`src/rtl/piano_pkg.sv`:
```
// ============================================================================
//  Module      : piano_pkg
//  Description : Shared types, note indices and helpers for the note arbiter.
//  Revision    : 1.0  initial release
// ============================================================================
`default_nettype none

package piano_pkg;

    localparam int NUM_NOTES = 8;

    typedef logic [2:0] note_idx_t;

    typedef enum logic [1:0] {
        IDLE   = 2'd0,
        ATTACK = 2'd1,
        PLAY   = 2'd2,
        GAP    = 2'd3
    } state_t;

    localparam note_idx_t C4 = 3'd0;
    localparam note_idx_t D4 = 3'd1;
    localparam note_idx_t E4 = 3'd2;
    localparam note_idx_t F4 = 3'd3;
    localparam note_idx_t G4 = 3'd4;
    localparam note_idx_t A4 = 3'd5;
    localparam note_idx_t B4 = 3'd6;
    localparam note_idx_t C5 = 3'd7;

    // Index of the lowest set bit; 0 when the vector is empty.
    function automatic note_idx_t lowest_idx(input logic [NUM_NOTES-1:0] v);
        note_idx_t r;
        r = '0;
        for (int i = NUM_NOTES - 1; i >= 0; i--) begin
            if (v[i]) r = note_idx_t'(i);
        end
        return r;
    endfunction

endpackage

`default_nettype wire

```
`src/rtl/key_debounce.sv`:
```
// ============================================================================
//  Module      : key_debounce
//  Description : One-bit 2-flop synchroniser followed by a stability filter.
//  Revision    : 1.0  initial release
// ============================================================================
`default_nettype none

module key_debounce #(
    parameter int DEBOUNCE_CYC = 500_000
) (
    input  logic i_clk,
    input  logic i_reset_n,
    input  logic i_key,
    output logic o_key
);

    localparam int c_CNT_W = (DEBOUNCE_CYC < 2) ? 1 : $clog2(DEBOUNCE_CYC + 1);

    logic               r_sync1;
    logic               r_sync2;
    logic               r_level;
    logic [c_CNT_W-1:0] r_cnt;

    // A new level is accepted only after it has differed from the
    // accepted level for DEBOUNCE_CYC consecutive cycles.
    always_ff @(posedge i_clk) begin
        if (!i_reset_n) begin
            r_sync1 <= 1'b0;
            r_sync2 <= 1'b0;
            r_level <= 1'b0;
            r_cnt   <= '0;
        end else begin
            r_sync1 <= i_key;
            r_sync2 <= r_sync1;
            if (r_sync2 == r_level) begin
                r_cnt <= '0;
            end else if (r_cnt == c_CNT_W'(DEBOUNCE_CYC - 1)) begin
                r_level <= r_sync2;
                r_cnt   <= '0;
            end else begin
                r_cnt <= r_cnt + 1'b1;
            end
        end
    end

    assign o_key = r_level;

endmodule

`default_nettype wire

```
`src/rtl/note_arbiter.sv`:
```
// ============================================================================
//  Module      : note_arbiter
//  Description : Last-pressed-wins speaker arbiter for 8 piano keys with a
//                minimum note hold and a silent gap after the final release.
//                Optional key debounce: define NOTE_ARBITER_DEBOUNCE_EN.
//  Revision    : 1.0  initial release
// ============================================================================
`default_nettype none

module note_arbiter
    import piano_pkg::*;
#(
    parameter int MIN_HOLD     = 2_500_000,
    parameter int GAP_CYC      = 1_000_000,
    parameter int DEBOUNCE_CYC = 500_000,
    parameter int CNT_W        = 22
) (
    input  logic                 i_clk,
    input  logic                 i_reset_n,
    input  logic [NUM_NOTES-1:0] i_key,
    input  logic [NUM_NOTES-1:0] i_note_clk,
    output logic                 o_speaker,
    output note_idx_t            o_note_sel,
    output logic                 o_note_valid,
    output logic                 o_busy
);

    localparam logic [CNT_W-1:0] c_HOLD_LOAD = CNT_W'(MIN_HOLD - 1);
    localparam logic [CNT_W-1:0] c_GAP_LOAD  = CNT_W'(GAP_CYC - 1);

    logic [NUM_NOTES-1:0] w_key_in;

`ifdef NOTE_ARBITER_DEBOUNCE_EN
    generate
        for (genvar gi = 0; gi < NUM_NOTES; gi++) begin : g_debounce
            key_debounce #(
                .DEBOUNCE_CYC (DEBOUNCE_CYC)
            ) u_key_debounce (
                .i_clk     (i_clk),
                .i_reset_n (i_reset_n),
                .i_key     (i_key[gi]),
                .o_key     (w_key_in[gi])
            );
        end
    endgenerate
`else
    assign w_key_in = i_key;
`endif

    logic [NUM_NOTES-1:0] r_key_s;
    logic [NUM_NOTES-1:0] r_key_d;
    state_t               r_state;
    note_idx_t            r_sel;
    logic [CNT_W-1:0]     r_cnt;
    logic                 r_pend_vld;
    note_idx_t            r_pend_idx;
    logic                 r_speaker;

    state_t               w_state_nx;
    note_idx_t            w_sel_nx;
    logic [CNT_W-1:0]     w_cnt_nx;
    logic                 w_pend_vld_nx;
    note_idx_t            w_pend_idx_nx;
    logic                 w_valid;
    logic                 w_busy;

    logic [NUM_NOTES-1:0] w_rise;
    logic                 w_any_rise;
    note_idx_t            w_rise_idx;
    note_idx_t            w_held_idx;
    logic                 w_active_held;
    logic                 w_pend_eff_vld;
    note_idx_t            w_pend_eff_idx;

    assign w_rise         = r_key_s & ~r_key_d;
    assign w_any_rise     = |w_rise;
    assign w_rise_idx     = lowest_idx(w_rise);
    assign w_held_idx     = lowest_idx(r_key_s);
    assign w_active_held  = r_key_s[r_sel];
    // A rise landing on the expiry cycle counts as the newest pending key.
    assign w_pend_eff_vld = r_pend_vld | w_any_rise;
    assign w_pend_eff_idx = w_any_rise ? w_rise_idx : r_pend_idx;

    always_ff @(posedge i_clk) begin
        if (!i_reset_n) begin
            r_key_s    <= '0;
            r_key_d    <= '0;
            r_state    <= IDLE;
            r_sel      <= C4;
            r_cnt      <= '0;
            r_pend_vld <= 1'b0;
            r_pend_idx <= C4;
            r_speaker  <= 1'b0;
        end else begin
            r_key_s    <= w_key_in;
            r_key_d    <= r_key_s;
            r_state    <= w_state_nx;
            r_sel      <= w_sel_nx;
            r_cnt      <= w_cnt_nx;
            r_pend_vld <= w_pend_vld_nx;
            r_pend_idx <= w_pend_idx_nx;
            r_speaker  <= w_valid ? i_note_clk[r_sel] : 1'b0;
        end
    end

    always_comb begin
        w_state_nx    = r_state;
        w_sel_nx      = r_sel;
        w_cnt_nx      = (r_cnt != '0) ? r_cnt - 1'b1 : r_cnt;
        w_pend_vld_nx = r_pend_vld;
        w_pend_idx_nx = r_pend_idx;
        case (r_state)
            IDLE: begin
                if (w_any_rise) begin
                    w_state_nx    = ATTACK;
                    w_sel_nx      = w_rise_idx;
                    w_cnt_nx      = c_HOLD_LOAD;
                    w_pend_vld_nx = 1'b0;
                end
            end
            ATTACK: begin
                if (w_any_rise) begin
                    w_pend_vld_nx = 1'b1;
                    w_pend_idx_nx = w_rise_idx;
                end
                if (r_cnt == '0) begin
                    w_pend_vld_nx = 1'b0;
                    if (w_pend_eff_vld && r_key_s[w_pend_eff_idx]) begin
                        w_state_nx = ATTACK;
                        w_sel_nx   = w_pend_eff_idx;
                        w_cnt_nx   = c_HOLD_LOAD;
                    end else if (w_active_held) begin
                        w_state_nx = PLAY;
                    end else if (|r_key_s) begin
                        w_state_nx = ATTACK;
                        w_sel_nx   = w_held_idx;
                        w_cnt_nx   = c_HOLD_LOAD;
                    end else begin
                        w_state_nx = GAP;
                        w_cnt_nx   = c_GAP_LOAD;
                    end
                end
            end
            PLAY: begin
                if (w_any_rise) begin
                    w_state_nx    = ATTACK;
                    w_sel_nx      = w_rise_idx;
                    w_cnt_nx      = c_HOLD_LOAD;
                    w_pend_vld_nx = 1'b0;
                end else if (!w_active_held) begin
                    if (|r_key_s) begin
                        w_state_nx    = ATTACK;
                        w_sel_nx      = w_held_idx;
                        w_cnt_nx      = c_HOLD_LOAD;
                        w_pend_vld_nx = 1'b0;
                    end else begin
                        w_state_nx = GAP;
                        w_cnt_nx   = c_GAP_LOAD;
                    end
                end
            end
            GAP: begin
                if (w_any_rise) begin
                    w_state_nx    = ATTACK;
                    w_sel_nx      = w_rise_idx;
                    w_cnt_nx      = c_HOLD_LOAD;
                    w_pend_vld_nx = 1'b0;
                end else if (r_cnt == '0) begin
                    w_state_nx = IDLE;
                end
            end
            default: begin
                w_state_nx = IDLE;
            end
        endcase
    end

    always_comb begin
        w_valid = (r_state == ATTACK) || (r_state == PLAY);
        w_busy  = (r_state != IDLE);
    end

    assign o_speaker    = r_speaker;
    assign o_note_sel   = r_sel;
    assign o_note_valid = w_valid;
    assign o_busy       = w_busy;

endmodule

`default_nettype wire

```
`config.mk`:
```
export PLATFORM = sky130hd
export DESIGN_NAME = note_arbiter
export DESIGN_NICKNAME = d
export VERILOG_FILES = /design/src/rtl/piano_pkg.sv /design/src/rtl/key_debounce.sv /design/src/rtl/note_arbiter.sv
export SDC_FILE = /design/constraint.sdc
export NUM_CORES = 1
export LEC_CHECK = 0
export ABC_AREA = 1
export CAP_MARGIN = 20
export CORE_MARGIN = 2
export CORE_UTILIZATION = 56
export CTS_CLUSTER_DIAMETER = 50
export DETAILED_ROUTE_END_ITERATION = 8
export PLACE_DENSITY = 0.89
export SYNTH_ARGS = -nofsm -noshare
export SYNTH_HDL_FRONTEND = slang
export SYNTH_HIERARCHICAL = 1
export SYNTH_SLANG_ARGS = --single-unit
```
`constraint.sdc`:
```
create_clock -name i_clk -period 4.44 [get_ports i_clk]
set_input_delay 0.888 -clock i_clk [delete_from_list [all_inputs] [get_ports i_clk]]
set_output_delay 0.888 -clock i_clk [all_outputs]
set_load 0.05 [all_outputs]
```
==> reports/results.md, run 1 <==
- R2R depth: 10
- register-to-register setup slack: 1.87 ns
- number of instances resized during post-cts repair: 0
- ports placed on the boundary: 24
- clock transition at the register clock pins on the worst setup and hold paths after CTS: 0.10 ns
- critical path, cell by cell: inv_1 -> ha_1 -> clkdlybuf4s50_1
- number of antenna violations at the first check in global routing: 0
- cells after synthesis: 536
- clock latency on the worst-skew pair: 0.31 ns
- post-synth net total: 561
- maximum ir drop on the vdd rail: 0.369 mV
- Post-DP Area: 3580 sq um
- final-report setup violation count: 0
- CP peak stage delay: 0.87 ns
- hold path startpoint: r_key_s[4]
- Startpoint Class: flip-flop
- iteration count of the initial detailed-routing pass: 5
- sequential area share after synthesis: 29.1%
- type of the most critical hold path: flip-flop to flip-flop
- crit path DAT: 2.17 ns
- gpl congestion: 0.953
- post-layout instance area: 3680 sq um
- setup repair after global routing missed its margin: no
- Root Buffer Master: clkbuf_8
- antenna violation net count after detailed routing: 0
- number of cell rows: 27
- post-layout instance count excluding filler cells: 627
- Min-Delay Endpoint: r_key_d[4]
- post-DR wirelength/cell: 14.5 microns
- minimum clock period after layout: 3.06 ns
- detailed-route vias per instance: 5.79
- post-synth design cell area: 3300 sq um
- number of buffers created by CTS: 5
- Tightest Pin Transition: 0.538 ns
- kind of critical path: flip-flop to output port
- crit path capture type: output port
- first-pass GRT wire length: 15,000 microns
- Worst Skew: 0.0117 ns
- proportion of layout cells with a drive suffix above 1: 6.31%
- area growth from synthesis to layout: 11.4%
- launch instance of the worst register-to-register path: r_cnt[0]
- die outline width: 80.8 microns
- remaining global-route overflow: 0
- overall via count from detail_route: 3,629
- number of violations reported at the end of detailed-routing iteration 0: 396
- dpl cells: 619
- largest area contributor in the netlist: dfxtp_1
- Syn Area/Cell: 6.16 sq um
- Max Fanout on Critical Path: 10
- Fin Setup TNS: 0 ns
- floorplan die area: 6530 sq um
- Max-Slew Margin vs Limit: 64.1%
- flop and latch count out of synthesis: 48
- Final Hold Slack: 0.455 ns
- pre-CTS WS: 1.75 ns
- number of sinks driven by the clock tree: 48
- Die Span Y: 80.8 microns
- Final Slew Violations: 0
- maximum number of buffers from clock root to sink: 2
- HPWL after detailed placement: 6650 microns
- routed wire length: 9080 microns
- # diodes: 0
- vias in the first global route: 3,305
- upper clock frequency limit: 327 MHz
- hold path depth: 2
- highest-delay cell along the critical path: clkdlybuf4s50_1
- Starting Density: 58.9%
- total count of hold-check failures in the final report: 0
- ratio of total power to cell area: 568 nW/um^2
- leakage power: 1.86 nW
- Port Buf Inserts: 23
- warning count from the yosys run: 6
- data required time at the worst endpoint: 3.55 ns
- total global routing track utilization: 29.3%
- cell types occupying the most area after synthesis: dfxtp_1 (29%), nand2_1 (15%), inv_1 (8.1%), a21oi_1 (7.7%), o21ai_0 (6.5%)
- Netlist cell types: 40
- proportion of netlist area held by the largest area contributor: 29.1%
- number of nets at the end of the flow: 579
- total DRC errors in the routed layout: 0
- depth of the CTS H-tree: 2
- pin count of the biggest net entering global routing: 33
- # Max-Cap Violations: 0
- buffer count from post-CTS setup fixing: 0
- clock tree from TritonCTS: built
- share of the clock period used by the worst path: 68.9%
- outcome: finished clean
- PnR worst setup slack: 1.38 ns
- post-cts hold buffer count: 0
- placeable core region: 5610 sq um
- R2R Path End: r_state[0]
[worst max-delay path by stage]
stage               depth (start not counted)           from       endpoint
floorplan                                  14  o_note_sel[0]  o_note_sel[0]
global placement                            6      i_reset_n       r_cnt[6]
detailed placement                          3     r_state[1]   o_note_valid
CTS                                         3     r_state[1]   o_note_valid
global route                                3     r_state[1]   o_note_valid
finish                                      3     r_state[1]   o_note_valid
[final cells by class]
class / count / area, sq um
Multi-Input combinational cell: 393 / 1980
Clock inverter: 2 / 13.8
Sequential cell: 48 / 961
Timing Repair Buffer: 25 / 245
Fill cell: 538 / 1930
Clock buffer: 6 / 82.6
Inverter: 81 / 307
Tap cell: 72 / 90.1
[cell usage after synthesis, drive strengths merged]
cell / n
clkbuf: 10
o211ai: 3
o21a: 3
nand4: 7
o21ai: 45
nand3b: 2
clkinv: 1
nand3: 41
o221ai: 2
and3: 2
a211oi: 1
inv: 80
ha: 7
buf: 4
o211a: 1
a21oi: 51
o2111a: 1
or2: 8
xor2: 5
nand2: 140
nor4: 2
xnor2: 8
a31oi: 2
nor2: 51
mux2i: 1
nor3: 10
dfxtp: 48
[cells in the final DEF, fill, tap and decap left out, types with 3 or more instances in the layout]
cell / n
xnor2_1: 8
o211ai_1: 3
nand2_2: 3
nand3_1: 38
nand4_1: 7
inv_2: 8
xor2_1: 5
nand2_1: 134
nor2_1: 48
clkdlybuf4s50_1: 23
o21ai_0: 43
nor3_1: 10
or2_2: 3
inv_1: 71
ha_1: 7
a21oi_1: 51
or2_1: 5
o21a_1: 3
clkbuf_8: 6
dfxtp_1: 48
[worst max-delay path: cells and delay by family (launching register included)]
family	cells	cell delay, ns
adders and majority gates	1	0.49
buffers and inverters	2	0.97
DFF	1	0.39
[flip-flops by register name, summed over array words and instances, names as in the netlist]
| name | cells |
|---|---|
| o_note_sel | 3 |
| r_cnt | 22 |
| r_state | 2 |
| r_pend_vld | 1 |
| o_speaker | 1 |
| r_pend_idx | 3 |
| r_key_s | 8 |
| r_key_d | 8 |
[metrics by stage]
| step | total power [mW] | utilization (%) |
|---|---|---|
| after global placement | 1.73 | 63.9 |
| after CTS | 2.05 | 65.6 |
| final | 2.09 | 65.6 |
| after detailed placement | 1.76 | 63.9 |
| after global routing | 2.25 | 65.6 |
| after floorplan | 1.48 | - |
[kinds of logic after synthesis]
group                    Yosys count  synth area share (%)
flip-flops                        48                  29.1
XOR/XNOR                          13                  3.45
multiplexers                       1                 0.303
buffers and inverters             95                  11.0
AND/OR/NAND/NOR                  263                  35.7
adder cells (fa/ha/maj)            7                  2.65
AO/OA/AOI/OAI                    109                  17.8
[metal layers]
layer,GRT usage [%],part of all wire [%],vias to the layer above,wire (microns)
met4,9.66,2.0,0,179
li1,-,-,1759,-
met1,39.8,42,1626,3800
met2,47.0,44,224,4030
met5,0,0,-,0
met3,5.56,12,20,1060
[power breakdown]
| part | switching, mW | internal [mW] |
|---|---|---|
| logic | 0.788 | 0.385 |
| clock network | 0.161 | 0.128 |
| registers | 0.110 | 0.517 |
Power figures use the tool's default switching activity.
==> inputs of run 2 (changes only) <==
Clock period 4.44 ns to 3 ns, I/O delays scaled along.
==> reports/results.md, run 2 (synthesis results as in run 1) <==
- outcome: finished clean
- floorplan die area: 6530 sq um, unchanged
- number of cell rows: 27, unchanged
- maximum number of buffers from clock root to sink: 2, unchanged
- number of flip-flops under the largest register name: 22, unchanged
- HPWL after detailed placement: 6600 microns, -0.76%
- total DRC errors in the routed layout: 0, unchanged
- Port Buf Inserts: 23, unchanged
- iteration count of the initial detailed-routing pass: 5, unchanged
- number of antenna violations at the first check in global routing: 0, unchanged
- clock transition at the register clock pins on the worst setup and hold paths after CTS: 0.09 ns, about the same
- Post-DP Area: 3590 sq um, +0.21%
- highest-delay cell along the critical path: clkdlybuf4s50_1
- crit path capture type: output port
- vias in the first global route: 3,303, -0.061%
- post-cts hold buffer count: 0, unchanged
- commonest cells after routing, fill and taps aside: nand2_1 (134), inv_1 (71), a21oi_1 (51)
- detailed-route vias per instance: 5.77, -0.25%
- total count of hold-check failures in the final report: 0, unchanged
- overall via count from detail_route: 3,620, -0.25%
- crit path DAT: 2.17 ns, about the same
- die outline width: 80.8 microns, unchanged
- met2 track utilization from global routing: 47.3%, +0.25 points
- upper clock frequency limit: 362 MHz
- # Max-Cap Violations: 0, unchanged
- multi-input logic area: 1980 sq um, unchanged
- post-DR wirelength/cell: 14.1 microns, -2.2%
- ratio of total power to cell area: 861 nW/um^2, +52%
- first-pass GRT wire length: 15,300 microns, +1.9%
- Final Slew Violations: 0, unchanged
- total global routing track utilization: 29.6%, +0.26 points
- buffer count from post-CTS setup fixing: 0, unchanged
- post-layout instance area: 3720 sq um, +1.1%
- met1 Track Usage GR: 40.4%, +0.66 points
- Final Hold Slack: 0.458 ns, +0.00284 ns
- most common cell after layout, fill and taps aside: nand2_1
- type of the most critical hold path: flip-flop to flip-flop
- filler cell count in the final layout: 542, +0.74%
- remaining global-route overflow: 0, unchanged
- proportion of layout cells with a drive suffix above 1: 6.31%, unchanged
- number of sinks driven by the clock tree: 48, unchanged
- global routing met3 resource utilization: 5.00%, -0.56 points
- area growth from synthesis to layout: 12.6%
- number of nets at the end of the flow: 580, +0.17%
- Starting Density: 58.9%, unchanged
- # diodes: 0, unchanged
- clock latency on the worst-skew pair: 0.31 ns, about the same
- CP peak stage delay: 0.87 ns, about the same
- gpl congestion: 0.974, +2.2%
- Max-Slew Margin vs Limit: 59.8%, -4.2 points
- clock tree from TritonCTS: built
- Root Buffer Master: clkbuf_8
- largest registers in the final layout: r_cnt x22, r_key_d x8, r_key_s x8
- Max Fanout on Critical Path: 10, unchanged
- final-report setup violation count: 0, unchanged
- ports placed on the boundary: 24, unchanged
- maximum ir drop on the vdd rail: 0.572 mV, +55%
- depth of the CTS H-tree: 2, unchanged
- Sequential Area: 961 sq um, unchanged
- minimum clock period after layout: 2.77 ns
- setup repair after global routing missed its margin: no
- leakage power: 1.88 nW, +0.90%
- critical path, cell by cell: inv_1 -> ha_1 -> clkdlybuf4s50_1
- share of the clock period used by the worst path: 92.2%
- routed wire length: 8870 microns, -2.2%
- pin count of the biggest net entering global routing: 32, -3.0%
- Worst Skew: 0.00926 ns, -0.00240 ns
- Die Span Y: 80.8 microns, unchanged
- register bank with the most flops: r_cnt
- antenna violation net count after detailed routing: 0, unchanged
- number of instances resized during post-cts repair: 0, unchanged
- number of violations reported at the end of detailed-routing iteration 0: 314, -21%
- Tightest Pin Transition: 0.599 ns, +0.0609 ns
- data required time at the worst endpoint: 2.40 ns, -1.15 ns
- Fin Setup TNS: 0 ns, unchanged
- kind of critical path: flip-flop to output port
- number of buffers created by CTS: 5, unchanged
- placeable core region: 5610 sq um, unchanged
- Startpoint Class: flip-flop
- routing layer with the top usage in global route: met2
[run 2: path summary, 6_finish.rpt]
kind,start,end,slack [ns],cells after the start
setup / recovery,r_state[0],o_note_valid,0.23,3
hold / removal,r_key_s[4],r_key_d[4],0.46,2
setup reg to reg,o_note_sel[0],o_note_sel[0],0.54,12
hold reg to reg,r_key_s[4],r_key_d[4],0.46,2
[run 2: layer usage]
layer | routed length, microns | up-vias
met3 | 794 | 25
met2 | 3960 | 183
met1 | 3900 | 1649
met4 | 218 | 0
met5 | 0 | -
li1 | - | 1763
[run 2: power breakdown]
| part | internal, mW | leakage [nW] | switching [mW] |
|---|---|---|---|
| registers | 0.765 | 0.396 | 0.159 |
| logic | 0.571 | 1.42 | 1.15 |
| clock network | 0.328 | 0.0642 | 0.231 |
| total | 1.66 | 1.88 | 1.54 |
[run 2: layout make-up]
class | instances | area share [%]
timing repair buffer | 26 | 6.80
clock buffer | 5 | 1.85
clock inverter | 2 | 1.62
multi-input combinational | 393 | 53.2
sequential | 48 | 25.8
inverter | 81 | 8.24
tap | 72 | 2.42
[run 2: per-stage QoR]
step / total power, mW / utilization (%) / setup slack (ns) / cells
2_1_floorplan: 2.19 / - / 0.838 / 536
3_3_place_gp: 2.57 / 64.0 / 0.656 / 620
3_5_place_dp: 2.60 / 64.0 / 0.595 / 620
4_1_cts: 3.17 / 66.3 / 0.242 / 627
5_1_grt: 3.46 / 66.3 / 0.157 / 627
6_report: 3.20 / 66.3 / 0.234 / 627
[run 2: worst max-delay path, delay by kind of cell (launching register included)]
family | cells | cell delay [ns]
buffers and inverters | 2 | 0.97
adder cells (fa/ha/maj) | 1 | 0.50
flip-flops | 1 | 0.38
==> inputs of run 3 (changes only) <==
Settings changed: GPL_TIMING_DRIVEN set to 0.
==> reports/results.md, run 3 (synthesis results as in run 1) <==
- outcome: finished clean
- Worst Path Buf+Inv: 2, unchanged
- HPWL after detailed placement: 6960 microns, +5.6%
- Fin Setup TNS: 0 ns, unchanged
- register bank with the most flops: r_cnt
- Die Span Y: 80.8 microns, unchanged
- register-to-register setup slack: 0.41 ns, -0.13 ns
- floorplan die area: 6530 sq um, unchanged
- number of cell rows: 27, unchanged
- number of sinks driven by the clock tree: 48, unchanged
- largest registers in the final layout: r_cnt x22, r_key_d x8, r_key_s x8
- ports placed on the boundary: 24, unchanged
- Final Hold Slack: 0.469 ns, +0.0111 ns
- R2R Path End: r_cnt[13]
- die outline width: 80.8 microns, unchanged
- number of violations reported at the end of detailed-routing iteration 0: 352, +12%
- Tot Pwr: 3.20 mW, -0.20%
- Starting Density: 58.9%, unchanged
- pin count of the biggest net entering global routing: 16, -50%
- routed wire length: 9360 microns, +5.5%
- Worst Skew: 0.00890 ns, -0.000360 ns
- Critical path origin: r_cnt[0]
- critical path's top delay family: simple AND/OR/NAND/NOR gates
- # diodes: 0, unchanged
- Max-Slew Margin vs Limit: 61.8%, +1.9 points
- maximum number of buffers from clock root to sink: 2, unchanged
- total global routing track utilization: 30.3%, +0.71 points
- iteration count of the initial detailed-routing pass: 5, unchanged
- Max Fanout on Critical Path: 6, -4
- area growth from synthesis to layout: 13.4%
- crit path capture type: flip-flop
- type of the most critical hold path: flip-flop to flip-flop
- kind of critical path: flip-flop to flip-flop
- critical path, cell by cell: inv_1 -> ha_1 -> inv_1 -> nor3_1 -> nand3_1 -> nand2_1 -> nor2_1 -> xor2_1 -> nand2_1 -> nand3_1 -> nand2_1 -> nand2_1 -> nand2_1 -> a21oi_1
- leakage power: 1.89 nW, +0.33%
- post-cts hold buffer count: 0, unchanged
- post-DR wirelength/cell: 14.6 microns, +3.5%
- share of the clock period used by the worst path: 86.5%, -5.7 points
- R2R depth: 14, +2
- Root Buffer Master: clkbuf_8
- upper clock frequency limit: 386 MHz, +6.6%
- clock tree from TritonCTS: built
- number of antenna violations at the first check in global routing: 0, unchanged
- buffer count from post-CTS setup fixing: 0, unchanged
- number of nets at the end of the flow: 591, +1.9%
- Port Buf Inserts: 23, unchanged
- Tightest Pin Transition: 0.573 ns, -0.0252 ns
- crit path DAT: 2.81 ns, +0.64 ns
- pre-CTS WS: 0.594 ns, -0.000670 ns
- total DRC errors in the routed layout: 0, unchanged
- data required time at the worst endpoint: 3.22 ns, +0.82 ns
- maximum ir drop on the vdd rail: 0.614 mV, +7.4%
- final-report setup violation count: 0, unchanged
- number of buffers created by CTS: 5, unchanged
- overall via count from detail_route: 3,695, +2.1%
- PnR worst setup slack: 0.406 ns, +0.172 ns
- depth of the CTS H-tree: 2, unchanged
- first-pass GRT wire length: 15,300 microns, +0.14%
- most common cell after layout, fill and taps aside: nand2_1
- Crit path depth: 14, +11
- antenna violation net count after detailed routing: 0, unchanged
- commonest cells after routing, fill and taps aside: nand2_1 (134), inv_1 (71), a21oi_1 (51)
- placeable core region: 5610 sq um, unchanged
- Post-DP Area: 3620 sq um, +0.94%
- clock latency on the worst-skew pair: 0.31 ns, about the same
- minimum clock period after layout: 2.59 ns, -0.172 ns
- gpl congestion: 0.948, -2.7%
- CP peak stage delay: 0.36 ns, -0.51 ns
- remaining global-route overflow: 0, unchanged
- highest-delay cell along the critical path: xor2_1
- detailed-route vias per instance: 5.78, +0.15%
- vias in the first global route: 3,326, +0.70%
- Final Slew Violations: 0, unchanged
- cell seen most often among critical-path stages: nand2_1
- capturing element of the worst setup path: r_cnt[13]
- post-layout instance area: 3740 sq um, +0.71%
- ratio of total power to cell area: 854 nW/um^2, -0.90%
- total count of hold-check failures in the final report: 0, unchanged
- Startpoint Class: flip-flop
- # Max-Cap Violations: 0, unchanged
- launch instance of the worst register-to-register path: r_cnt[0]
- number of instances resized during post-cts repair: 0, unchanged
- number of flip-flops under the largest register name: 22, unchanged
- setup repair after global routing missed its margin: no
- proportion of layout cells with a drive suffix above 1: 6.35%, +0.043 points
- clock transition at the register clock pins on the worst setup and hold paths after CTS: 0.10 ns, about the same
-- run 3: changes by cell type in the layout (fill, tap and decap cells not counted), sizes merged --
cell    previous run  this run
clkbuf             5        16
buf                3         4
clkinv             1         2
bufinv             2         1
-- run 3: worst min path at each step --
stage | start | to | slack [ns] | depth (start not counted)
2_1_floorplan | r_key_s[2] | r_key_d[2] | 0.43 | 2
6_report | r_key_s[0] | r_key_d[0] | 0.47 | 2
4_1_cts | r_key_s[2] | r_key_d[2] | 0.47 | 2
3_3_place_gp | r_key_s[2] | r_key_d[2] | 0.44 | 2
3_5_place_dp | r_key_s[2] | r_key_d[2] | 0.45 | 2
5_1_grt | r_key_s[0] | r_key_d[0] | 0.50 | 2
-- run 3: per-layer routing --
metal | wire length, microns | up-vias | part of all wire [%] | GRT usage, %
li1 | - | 1790 | - | -
met1 | 4150 | 1678 | 44 | 41.2
met2 | 4030 | 198 | 43 | 46.4
met3 | 906 | 29 | 9.7 | 5.89
met4 | 277 | 0 | 3.0 | 13.7
met5 | 0 | - | 0 | 0
-- run 3: through the flow --
| step | utilization, % | instances |
|---|---|---|
| 6_report | 66.8 | 639 |
| 5_1_grt | 66.8 | 639 |
| 4_1_cts | 66.8 | 639 |
| 3_5_place_dp | 64.6 | 631 |
| 3_3_place_gp | 64.6 | 631 |
| 2_1_floorplan | - | 536 |
-- run 3: final cells by class --
type,instances,area (sq um)
buffer,14,56.3
timing repair buffer,23,230
tap,72,90.1
fill,529,1860
inverter,81,307
sequential,48,961
clock inverter,2,38.8
clock buffer,6,82.6
multi-input combinational,393,1980
-- run 3: worst reg2reg max path: stages (launching register included) --
cell and delay [ns]:
dfxtp_1 0.32, inv_1 0.17, ha_1 0.21, inv_1 0.06
nor3_1 0.16, nand3_1 0.27, nand2_1 0.22, nor2_1 0.09
xor2_1 0.36, nand2_1 0.12, nand3_1 0.09, nand2_1 0.05
nand2_1 0.08, nand2_1 0.05, a21oi_1 0.25
-- run 3: where the power goes --
part           internal (mW)  switching, mW  total [mW]
Sequential             0.765          0.151       0.916
Clock                  0.273          0.238       0.511
Combinational          0.578           1.19        1.77
Total                   1.62           1.58        3.20
